<file path="src/rtl/ps2_pkg.sv">
// ps2_pkg: shared state encoding and frame constants for the PS/2 receiver
package ps2_pkg;
  typedef enum logic [1:0] {IDLE, DATA, PARITY, STOP} ps2_state_t;
  localparam logic [7:0] BREAK_CODE = 8'hF0;
  localparam logic [7:0] EXT_CODE   = 8'hE0;
  localparam int         FRAME_BITS = 11;
endpackage

</file>
<file path="src/rtl/ps2_sync_edge.sv">
// ps2_sync_edge: synchronizes both PS/2 pins and flags falling edges of the PS/2 clock
module ps2_sync_edge #(
  parameter int SYNC_STAGES = 2
) (
  input  logic clk,
  input  logic res,
  input  logic ps2_clk,
  input  logic ps2_data,
  output logic data_s,
  output logic fall
);
  logic [SYNC_STAGES-1:0] clk_q, clk_d, dat_q, dat_d;
  logic prev_q, prev_d;
  // shift raw pins through the synchronizer chains; keep last synced clock for edge detect
  always_comb begin
    clk_d  = {clk_q[SYNC_STAGES-2:0], ps2_clk};
    dat_d  = {dat_q[SYNC_STAGES-2:0], ps2_data};
    prev_d = clk_q[SYNC_STAGES-1];
  end
  // bus idles high, so everything resets to 1 to avoid a phantom edge
  always_ff @(posedge clk) begin
    if (res) begin
      clk_q  <= '1;
      dat_q  <= '1;
      prev_q <= 1'b1;
    end else begin
      clk_q  <= clk_d;
      dat_q  <= dat_d;
      prev_q <= prev_d;
    end
  end
  assign data_s = dat_q[SYNC_STAGES-1];
  assign fall   = prev_q & ~clk_q[SYNC_STAGES-1];
endmodule

</file>
<file path="src/rtl/ps2_frame_ctrl.sv">
// ps2_frame_ctrl: frames, checks and prefix-folds PS/2 keyboard packets; PS2_TIMEOUT_EN adds a stall timeout
module ps2_frame_ctrl
  import ps2_pkg::*;
#(
  parameter int TIMEOUT_CYCLES = 5000,
  parameter int SYNC_STAGES    = 2
) (
  input  logic       clk,
  input  logic       res,
  input  logic       ps2_clk,
  input  logic       ps2_data,
  output logic [7:0] key_code,
  output logic       key_valid,
  output logic       key_release,
  output logic       key_extended,
  output logic       frame_err,
  output logic       busy
);
  if (SYNC_STAGES < 2 || TIMEOUT_CYCLES < 2) begin : g_bad_cfg
    $error("ps2_frame_ctrl: SYNC_STAGES and TIMEOUT_CYCLES must be at least 2");
  end
  logic data_s, fall, good;
  ps2_state_t state_q, state_d;
  logic [2:0] bit_cnt_q, bit_cnt_d;
  logic [7:0] shift_q, shift_d, code_q, code_d;
  logic parity_q, parity_d, ext_pend_q, ext_pend_d, rel_pend_q, rel_pend_d;
  logic rel_q, rel_d, ext_q, ext_d, valid_q, valid_d, err_q, err_d;
`ifdef PS2_TIMEOUT_EN
  localparam int TW = $clog2(TIMEOUT_CYCLES);
  logic [TW-1:0] to_q, to_d;
`endif
  ps2_sync_edge #(.SYNC_STAGES(SYNC_STAGES)) u_sync (
    .clk(clk), .res(res), .ps2_clk(ps2_clk), .ps2_data(ps2_data), .data_s(data_s), .fall(fall)
  );
  assign good = (^{shift_q, parity_q}) & data_s;
  // frame FSM: sample data on each PS/2 falling edge, evaluate at the stop bit
  always_comb begin
    state_d    = state_q;
    bit_cnt_d  = bit_cnt_q;
    shift_d    = shift_q;
    parity_d   = parity_q;
    ext_pend_d = ext_pend_q;
    rel_pend_d = rel_pend_q;
    code_d     = code_q;
    rel_d      = rel_q;
    ext_d      = ext_q;
    valid_d    = 1'b0;
    err_d      = 1'b0;
`ifdef PS2_TIMEOUT_EN
    to_d       = '0;
`endif
    if (fall) begin
      case (state_q)
        IDLE: if (!data_s) begin
          state_d   = DATA;
          bit_cnt_d = 3'd0;
        end
        DATA: begin
          shift_d[bit_cnt_q] = data_s;
          bit_cnt_d          = bit_cnt_q + 3'd1;
          state_d            = bit_cnt_q == 3'd7 ? PARITY : DATA;
        end
        PARITY: begin
          parity_d = data_s;
          state_d  = STOP;
        end
        default: begin
          state_d = IDLE;
          if (!good) begin
            err_d      = 1'b1;
            ext_pend_d = 1'b0;
            rel_pend_d = 1'b0;
          end else if (shift_q == EXT_CODE) begin
            ext_pend_d = 1'b1;
          end else if (shift_q == BREAK_CODE) begin
            rel_pend_d = 1'b1;
          end else begin
            code_d     = shift_q;
            ext_d      = ext_pend_q;
            rel_d      = rel_pend_q;
            valid_d    = 1'b1;
            ext_pend_d = 1'b0;
            rel_pend_d = 1'b0;
          end
        end
      endcase
    end
`ifdef PS2_TIMEOUT_EN
    else if (state_q != IDLE) begin
      if (to_q == TW'(TIMEOUT_CYCLES - 1)) begin
        state_d    = IDLE;
        err_d      = 1'b1;
        ext_pend_d = 1'b0;
        rel_pend_d = 1'b0;
      end else begin
        to_d = to_q + 1'b1;
      end
    end
`endif
  end
  // state and output registers; reset discards any partial frame silently
  always_ff @(posedge clk) begin
    if (res) begin
      state_q    <= IDLE;
      bit_cnt_q  <= '0;
      shift_q    <= '0;
      parity_q   <= 1'b0;
      ext_pend_q <= 1'b0;
      rel_pend_q <= 1'b0;
      code_q     <= '0;
      rel_q      <= 1'b0;
      ext_q      <= 1'b0;
      valid_q    <= 1'b0;
      err_q      <= 1'b0;
`ifdef PS2_TIMEOUT_EN
      to_q       <= '0;
`endif
    end else begin
      state_q    <= state_d;
      bit_cnt_q  <= bit_cnt_d;
      shift_q    <= shift_d;
      parity_q   <= parity_d;
      ext_pend_q <= ext_pend_d;
      rel_pend_q <= rel_pend_d;
      code_q     <= code_d;
      rel_q      <= rel_d;
      ext_q      <= ext_d;
      valid_q    <= valid_d;
      err_q      <= err_d;
`ifdef PS2_TIMEOUT_EN
      to_q       <= to_d;
`endif
    end
  end
  assign key_code     = code_q;
  assign key_valid    = valid_q;
  assign key_release  = rel_q;
  assign key_extended = ext_q;
  assign frame_err    = err_q;
  assign busy         = state_q != IDLE;
endmodule

</file>
<file path="config.mk">
export PLATFORM = sky130hd
export DESIGN_NAME = ps2_frame_ctrl
export DESIGN_NICKNAME = d
export VERILOG_FILES = /design/src/rtl/ps2_pkg.sv /design/src/rtl/ps2_sync_edge.sv /design/src/rtl/ps2_frame_ctrl.sv
export SDC_FILE = /design/constraint.sdc
export NUM_CORES = 1
export LEC_CHECK = 0
export BUFFER_PORTS_ARGS = -buffer_cell sky130_fd_sc_hd__buf_2
export CAP_MARGIN = 10
export CORE_MARGIN = 1.5
export CORE_UTILIZATION = 60
export CTS_CLUSTER_DIAMETER = 40
export CTS_CLUSTER_SIZE = 8
export DETAILED_ROUTE_END_ITERATION = 10
export GPL_TIMING_DRIVEN = 0
export PLACE_DENSITY = 0.78
export SYNTH_ARGS = -nofsm -noshare
export SYNTH_HDL_FRONTEND = slang
export SYNTH_SLANG_ARGS = --single-unit
</file>
<file path="constraint.sdc">
create_clock -name clk -period 3.15 [get_ports clk]
set_clock_uncertainty 0.05 [all_clocks]
set_input_delay 0.63 -clock clk [delete_from_list [all_inputs] [get_ports clk]]
set_output_delay 0.63 -clock clk [all_outputs]
set_load 0.02 [all_outputs]
</file>
==> summary.md <==
| Metric | Value |
|---|---|
| Dpl cell area | 0.00172 mm2 |
| Antenna cell count | 0 |
| Area Growth Syn to Fin | 12.7% |
| Power per Cell Area | 431 mW/mm2 |
| Max_cap viols | 0 |
| Mapped Cells | 164 |
| Core area | 0.00250 mm2 |
| H-tree depth | 2 |
| Asr flop ratio synth | 0% |
| Setup TNS Final | 0 ns |
| Worst Hold Slack | 0.371 ns |
| 1st-pass router iterations | 4 |
| Worst vdd ir | 0.000401 V |
| Clock Tree Buf Depth | 2 |
| Critical path data arrival time | 1.31 ns |
| Syn avg cell area | 9.76 um2 |
| Final instance area | 0.00180 mm2 |
| Post-synth EDFFs | 0 |
| Hold Path Origin | u_sync.clk_q[0] |
| Tmin final | 1.99 ns |
| Synth warn | 0 |
| Unique masters post-synth | 36 |
| Layout cells sized above 1 | 17.6% |
| Synth Cell Area | 0.00160 mm2 |
| Num rows | 18 |
| #FFs+latches synth | 33 |
| Largest net degree at the start of global routing | 11 |
| Clk_lat worst skew | 0.33 ns |
| Avg WL per Cell | 13.6 um |
| Antenna Nets Post-Route | 0 |
| Via/cell ratio | 5.56 |
| Die area | 0.00299 mm2 |
| Worst setup path class | reg2out |
| Number of buffers added for setup after CTS | 0 |
| Synthesized Nets | 174 |
| Die width | 54.6 um |
| TritonCTS clock tree | yes |
| Final wirelength | 2980 um |
| Hold Violations, Final | 0 |
| Input/output buffers | 16 |
| Fin util | 72.1% |
| Non-Filler Instances | 218 |
| Io pins | 17 |
| RSZ-0062 raised after global routing | false |
| Grt total ovfl | 0 |
| Initial antenna violation count | 0 |
| Worst Path Required | 2.47 ns |
| Num CTS Buffers | 5 |
| Sink Count | 33 |
| Die span in y | 54.6 um |
| DRC viols | 0 |
| Slew headroom | 67.0% |
| Final worst-path cycle share | 63.0% |
| Number of global-route vias before repair | 1,108 |
| FILL cells | 203 |
| Sequential fraction of the synthesis area | 41.3% |
| Critical Path Sink Type | output pin |
| DP Wirelength | 2160 um |
| Final slew viol count | 0 |
| Tightest Hold Check Type | reg2reg |
| Crit-path max FO | 6 |
| Startpoint Class | register |
| Placed cell count | 210 |
| Clk slew on worst S/H paths | 0.10 ns |
| Status | complete, no violations |
| Gr usage total | 22.9% |
| Slew of the pin with the lowest slew margin | 0.496 ns |
| Endpoints failing setup | 0 |
| First-pass GRT wire length | 4740 um |
| CP Launch Point | state_q[1] |
| Starting DRT DRC Count | 26 |
| Resized cells post-CTS | 0 |
| Root buf cell | clkbuf_4 |
| Via Count | 1,213 |
| Ys flop type | dfxtp_1 |
| Reg2reg start | shift_q[2] |
| Net count, final | 197 |
| LEAKAGE | 0.733 nW |
| Hold buffers post-CTS | 0 |
| Starting Density | 64.0% |
| F_max | 504 MHz |
| GP Congestion | 0.750 |
==> final cells by class <==
cell class	count	area, um2	share of cell area, %
clock buffer	7	55.1	3.05
multi-input combinational	119	886	49.1
tap	30	37.5	2.08
inverter	4	15.0	0.833
timing repair buffer	16	80.1	4.44
sequential	33	661	36.6
buffer	8	38.8	2.15
clock inverter	1	30.0	1.67
==> power by group <==
| group | total, W | internal, W | switching, W | leakage [nW] |
|---|---|---|---|---|
| sequential | 0.000422 | 0.000420 | 0.00000242 | 0.267 |
| combinational | 0.0000240 | 0.0000107 | 0.0000134 | 0.421 |
| clock | 0.000331 | 0.000189 | 0.000141 | 0.0455 |
==> cells in the final DEF, fill, tap and decap left out, types with 2 or more instances in the layout <==
cell type and count:
a21oi_1 12, a32oi_1 2, buf_2 17, clkbuf_1 7, clkbuf_4 5, dfxtp_1 33, ha_1 6, inv_1 4
mux2i_1 19, nand2_1 7, nand2b_1 22, nand3_1 2, nand3b_1 3, nor2_1 13, nor2b_1 2, nor3b_1 2
nor4_1 2, o2111ai_1 2, or2_2 6, xnor2_1 3
==> logic make-up after synthesis <==
family	Yosys count	synth area share, %
simple gates	67	24.6
flops	33	41.3
compound gates	20	7.66
mux	19	11.9
buf+inv	12	3.36
xor+xnor	7	6.57
fa+ha+maj	6	4.69
==> final timing paths <==
kind	end	slack, ns	cells past startpoint
worst max-delay path	busy	1.16	4
worst min register to register	u_sync.clk_q[1]	0.37	1
worst max register to register	key_code[1]	1.32	5
worst min-delay path	u_sync.clk_q[1]	0.37	1
==> metrics by stage <==
| step | total power (W) | setup WS [ns] |
|---|---|---|
| floorplan | 0.000448 | 1.51 |
| global placement | 0.000455 | 1.35 |
| detailed placement | 0.000456 | 1.33 |
| CTS | 0.000783 | 1.16 |
| global route | 0.000801 | 1.08 |
| finish | 0.000777 | 1.16 |
==> registers in the layout, indices dropped and copies added, names as in the netlist, 2 cells and up <==
name	flops
state_q	2
u_sync.dat_q	2
shift_q	8
u_sync.clk_q	2
key_code	8
bit_cnt_q	3
==> critical path: stages (launching register included) <==
cell     delay [ns]
dfxtp_1        0.42
inv_1          0.09
ha_1           0.25
inv_1          0.07
buf_2          0.15
==> cells in the mapped netlist, types with 3 or more instances <==
cell | number | area, um2
ha_1 | 6 | 75.1
nor2_1 | 13 | 48.8
nand2_1 | 7 | 26.3
mux2i_1 | 19 | 190
or2_2 | 6 | 37.5
clkbuf_1 | 6 | 22.5
nand3b_1 | 3 | 22.5
inv_1 | 4 | 15.0
xnor2_1 | 3 | 26.3
a21oi_1 | 12 | 60.1
dfxtp_1 | 33 | 661
nand2b_1 | 22 | 138
==> routing by layer <==
metal	track usage, %	vias up	wire length [um]
met3	7.38	6	99
met2	35.3	20	1410
met5	0	-	0
met1	29.1	569	1410
li1	-	618	-
met4	10.0	0	57
Power figures use the tool's default switching activity.
